`src/rtl/mips_pkg.sv`:
```
// Shared MIPS constants and the IF/ID entry layout.
package mips_pkg;
    localparam int OPCODE_W = 6;
    localparam int REG_W    = 5;
    localparam int IMM_W    = 16;
    localparam int JADDR_W  = 26;

    localparam logic [OPCODE_W-1:0] OP_RTYPE = 6'h00;
    localparam logic [OPCODE_W-1:0] OP_J     = 6'h02;
    localparam logic [OPCODE_W-1:0] OP_JAL   = 6'h03;

    typedef struct packed {
        logic [31:0] instr;
        logic [31:0] pc_plus4;
    } if_id_entry_t;
endpackage

```
`src/rtl/pipe_skid_buffer.sv`:
```
// Two-entry valid/ready register (main + skid) with registered in_ready and sync flush.
module pipe_skid_buffer #(
    parameter int WIDTH = 64
) (
    input  logic             clk,
    input  logic             reset,
    input  logic             flush,
    input  logic             in_valid,
    output logic             in_ready,
    input  logic [WIDTH-1:0] in_data,
    output logic             out_valid,
    input  logic             out_ready,
    output logic [WIDTH-1:0] out_data
);
    logic [WIDTH-1:0] main_q, skid_q;
    logic             main_vld, skid_vld, skid_vld_n;
    logic             accept, xfer, main_free;

    assign accept    = in_valid && in_ready;
    assign xfer      = main_vld && out_ready;
    assign main_free = !main_vld || xfer;

    // A free main slot always absorbs the skid, so the skid only stays or fills when main is stuck.
    always_comb begin
        skid_vld_n = skid_vld;
        if (main_free)
            skid_vld_n = 1'b0;
        else if (accept)
            skid_vld_n = 1'b1;
    end

    always_ff @(posedge clk or posedge reset) begin
        if (reset) begin
            main_q   <= '0;
            skid_q   <= '0;
            main_vld <= 1'b0;
            skid_vld <= 1'b0;
            in_ready <= 1'b1;
        end else if (flush) begin
            main_vld <= 1'b0;
            skid_vld <= 1'b0;
            in_ready <= 1'b1;
        end else begin
            if (main_free) begin
                if (skid_vld) begin
                    main_q   <= skid_q;
                    main_vld <= 1'b1;
                end else if (accept) begin
                    main_q   <= in_data;
                    main_vld <= 1'b1;
                end else begin
                    main_vld <= 1'b0;
                end
            end else if (accept) begin
                skid_q <= in_data;
            end
            skid_vld <= skid_vld_n;
            in_ready <= !skid_vld_n;
        end
    end

    assign out_valid = main_vld;
    assign out_data  = main_q;
endmodule

```
`src/rtl/if_id_stage.sv`:
```
// IF/ID pipeline register: buffers fetched instr with PC+4 and presents decoded fields.
module if_id_stage
    import mips_pkg::*;
#(
    parameter logic [31:0] PC_INC = 32'd4
) (
    input  logic                clk,
    input  logic                reset,
    input  logic                flush,
    input  logic                in_valid,
    output logic                in_ready,
    input  logic [31:0]         in_instr,
    input  logic [31:0]         in_pc,
    output logic                out_valid,
    input  logic                out_ready,
    output logic [OPCODE_W-1:0] opcode,
    output logic [REG_W-1:0]    rs,
    output logic [REG_W-1:0]    rt,
    output logic [REG_W-1:0]    rd,
    output logic [REG_W-1:0]    shamt,
    output logic [5:0]          funct,
    output logic [IMM_W-1:0]    imm16,
    output logic [JADDR_W-1:0]  jaddr,
    output logic [31:0]         pc_plus4,
    output logic                is_rtype,
    output logic                is_jtype
);
    if_id_entry_t in_entry, out_entry;

    // Adder sits on the input side so decode sees a plain register output.
    assign in_entry.instr    = in_instr;
    assign in_entry.pc_plus4 = in_pc + PC_INC;

    pipe_skid_buffer #(.WIDTH($bits(if_id_entry_t))) u_buf (
        .clk       (clk),
        .reset     (reset),
        .flush     (flush),
        .in_valid  (in_valid),
        .in_ready  (in_ready),
        .in_data   (in_entry),
        .out_valid (out_valid),
        .out_ready (out_ready),
        .out_data  (out_entry)
    );

    assign opcode   = out_entry.instr[31:26];
    assign rs       = out_entry.instr[25:21];
    assign rt       = out_entry.instr[20:16];
    assign rd       = out_entry.instr[15:11];
    assign shamt    = out_entry.instr[10:6];
    assign funct    = out_entry.instr[5:0];
    assign imm16    = out_entry.instr[15:0];
    assign jaddr    = out_entry.instr[25:0];
    assign pc_plus4 = out_entry.pc_plus4;
    assign is_rtype = (opcode == OP_RTYPE);
    assign is_jtype = (opcode == OP_J) || (opcode == OP_JAL);
endmodule

```
`config.mk`:
```
export PLATFORM = sky130hd
export DESIGN_NAME = if_id_stage
export DESIGN_NICKNAME = d
export VERILOG_FILES = /design/src/rtl/mips_pkg.sv /design/src/rtl/pipe_skid_buffer.sv /design/src/rtl/if_id_stage.sv
export SDC_FILE = /design/constraint.sdc
export NUM_CORES = 1
export LEC_CHECK = 0
export CAP_MARGIN = 20
export CORE_ASPECT_RATIO = 2
export CORE_UTILIZATION = 29
export CTS_BUF_LIST = sky130_fd_sc_hd__clkbuf_16
export DETAILED_ROUTE_END_ITERATION = 10
export MAX_ROUTING_LAYER = met4
export PLACE_DENSITY = 0.56
export SLEW_MARGIN = 0
export SYNTH_ARGS = -nofsm -noshare
export SYNTH_HDL_FRONTEND = slang
export SYNTH_SLANG_ARGS = --single-unit
```
`constraint.sdc`:
```
create_clock -name clk -period 5.11 [get_ports clk]
set_clock_uncertainty 0.05 [all_clocks]
set_input_delay 0.7665 -clock clk [delete_from_list [all_inputs] [get_ports clk]]
set_output_delay 0.7665 -clock clk [all_outputs]
set_load 0.1 [all_outputs]
```
==> impl_metrics.toml <==
[critical_path]
cp-startpoint = "u_buf.out_data[60]"
reg2regPathDepth = 6
crit_chain = "or4_1, nor3_1, clkdlybuf4s50_1"
critPathTopFamily = "buffers and inverters"
crit_fanout = 3
required_ns = 4.29
start_kind = "flip-flop"
crit_arrival_ns = 2.68
worstSetupEndpoint = "is_rtype"
end_kind = "output port"
r2r-end = "u_buf.out_data[18]"
rrSetupSlack_ns = 2.52
crit_buf_inv = 1
max_stage_delay_ns = 1.16
crit_type = "reg -> out"
cp_num_cells = 3
slowest_stage = "clkdlybuf4s50_1"
r2r-start = "u_buf.skid_vld"

[clock_network]
htreeDepth = 4
root_buffer = "clkbuf_16"
holdBufCountCts = 0
cts_sinks = 131
cts_made_buffers = 17
ctsResizeCount = 0
clkLatencyLatePin_ns = 0.42
cts_tree = "yes"
clock_tree.buffer_depth = 2
postCtsSetupBuffers = 0
clk_pin_slew_ns = 0.05

[detailed_routing]
routed-via-count = 4845
ant_nets = 0
wl_um = 17000
avgRoutedWirePerCell_um = 16.5
first_pass_iters = 4
drtIter0Drc = 155
drc = 0
viasPerCell = 4.68

[logic_synthesis]
syn_nets = 690
synth-edff-count = 0
syn-cell-area_um2 = 6310
synth.area.mux_share_pct = 13.1
synth_top_family_by_area = "simple AND/OR/NAND/NOR gates"
synth-xor-area-share_pct = 2.77
synthAdderAreaFrac_pct = 0.198
synth-seq-cells = 131
yosysMostFrequentCell = "dfrtp_1"
async_flop_share_pct = 100
synthSimpleGateAreaFrac_pct = 13.9
netlist_instances = 620
ys.flop_type = "dfrtp_1"
yosysSeqAreaShare_pct = 51.9
synth_common_cells = "dfrtp_1 (130), nand2_1 (66), o21ai_0 (57)"
synth.largest_area_cell = "dfrtp_1"
yosysUniqueCellTypes = 45
synth_area_per_cell_um2 = 10.2
synth_compound_area_share_pct = 10.4
ys.warnings.count = 0
yosys.area.top_type_share_pct = 51.5
synth_area_leaders = "dfrtp_1 (52%), mux2_2 (7.3%), mux2i_1 (5.5%), buf_4 (5.0%), o21ai_0 (4.5%)"

[floorplan]
die_h_um = 211
rows = 76
fp.dieW_um = 106
boundaryPins = 179
core-area_um2 = 21400
dieArea_um2 = 22400
start_util_pct = 29.5

[final_layout]
diodes = 0
final_nets = 819
fin_util_pct = 40.8
areaGrowthSynthToFinish_pct = 38.3
layout-drive-gt1-share_pct = 11.5

[pwr]
peakVddDrop_v = 0.000247
p_total_mw = 4.56
p_leak_nw = 3.47
power_frac_seq_pct = 30.7
power.switching_mw = 1.95
pwr-share-clk_pct = 29.6
p_int_mw = 2.61
switching_share_pct = 42.7
p_comb_share_pct = 39.7
pwr_density_cell_nw_per_um2 = 522

[grt]
grt_max_degree = 108
grt_pass1_wl_um = 26600
track_usage_pct = 16.3
grt_pass1_vias = 4863
grt_antenna_before_repair = 0
overflow = 0

[run_status]
status = "completed"

[sta]
setup_viol = 0
fin_crit_sh_pct = 68.3
rsz0062_at_grt = "false"
tightest_slew_ns = 1.06
finalHoldViolCount = 0
fin_setup_tns_ns = 0
fin_crit_ns = 3.49
drv_slew = 0
slew_headroom_pct = 29.3
holdWs_ns = 0.424
fin_ws_ns = 1.62
fmax_mhz = 286

[placement]
gp_congestion = 0.770
hpwl_um = 11800
pre_cts_ws_ns = 1.68
io_buffers = 178

[run]
max_cap_viol_count = 0

[worst_hold_path]
hold_class = "reg -> reg"
==> flip-flops by register name, indices dropped and copies added, names as in the netlist <==
name,cells
u_buf.out_valid,1
u_buf.in_ready,1
u_buf.skid_vld,1
u_buf.out_data,64
u_buf.skid_q,64
==> metrics by stage <==
stage	cells	area, um2
floorplan	620	6310
global placement	1001	8060
detailed placement	1002	8060
CTS	1034	8710
global route	1035	8730
finish	1035	8730
==> logic make-up (layout without fill, tap and decap cells) <==
kind of cell | Yosys count | after routing
simple gates | 186 | 186
flops | 131 | 131
compound gates | 120 | 120
buf+inv | 85 | 227
mux | 77 | 77
xor+xnor | 20 | 20
fa+ha+maj | 1 | 1
==> layer usage <==
layer,wire length [um],vias to the layer above,GRT usage (%)
met4,529,0,7.76
li1,-,2374,-
met2,9630,118,29.8
met1,6420,2327,16.7
met5,0,-,-
met3,468,26,2.53
==> worst min path at each step <==
stage	startpoint	end	depth (start not counted)
global route	u_buf.out_data[4]	u_buf.out_data[4]	2
global placement	u_buf.out_data[4]	u_buf.out_data[4]	2
finish	u_buf.out_data[6]	u_buf.out_data[6]	2
CTS	u_buf.out_data[4]	u_buf.out_data[4]	2
detailed placement	u_buf.out_data[4]	u_buf.out_data[4]	2
floorplan	u_buf.skid_q[20]	u_buf.skid_q[20]	1
==> layout by cell type (no fill, tap or decap), drive strengths merged, types with 7 or more instances in the layout <==
cell type,Yosys,layout
nand3,21,21
clkinv,1,7
nand2,66,66
nand4,10,10
mux2,42,42
a21oi,39,39
inv,8,10
clkbuf,25,17
o22ai,7,7
buf,51,8
xnor2,9,9
o21ai,57,57
mux2i,35,35
xor2,11,11
clkdlybuf4s50,0,178
nor4,8,8
dfrtp,130,130
nor2,51,51
==> layout make-up <==
| class | count | area, um2 |
|---|---|---|
| clock buffer | 17 | 425 |
| clock inverter | 15 | 220 |
| fill | 2126 | 12700 |
| inverter | 9 | 38.8 |
| multi-input combinational | 404 | 2570 |
| sequential | 131 | 3280 |
| tap | 273 | 342 |
| timing repair buffer | 186 | 1860 |
==> worst register-to-register path, stage by stage (launching register included) <==
cell and delay, ns:
dfrtp_4 0.78, a21o_1 0.20, and3_1 0.18, buf_4 0.35, nand2_1 0.50, a211oi_1 0.33, nor2_1 0.08
==> power groups by stage <==
| stage | combinational [mW] | sequential (mW) | clock, mW |
|---|---|---|---|
| after floorplan | 0.798 | 2.05 | 0 |
| after global placement | 1.81 | 1.41 | 0 |
| after detailed placement | 1.82 | 1.42 | 0 |
| after CTS | 1.82 | 1.40 | 1.39 |
| after global routing | 1.88 | 1.43 | 1.42 |
| final | 1.81 | 1.40 | 1.35 |
Note: power is estimated with default switching activity, not from simulation.
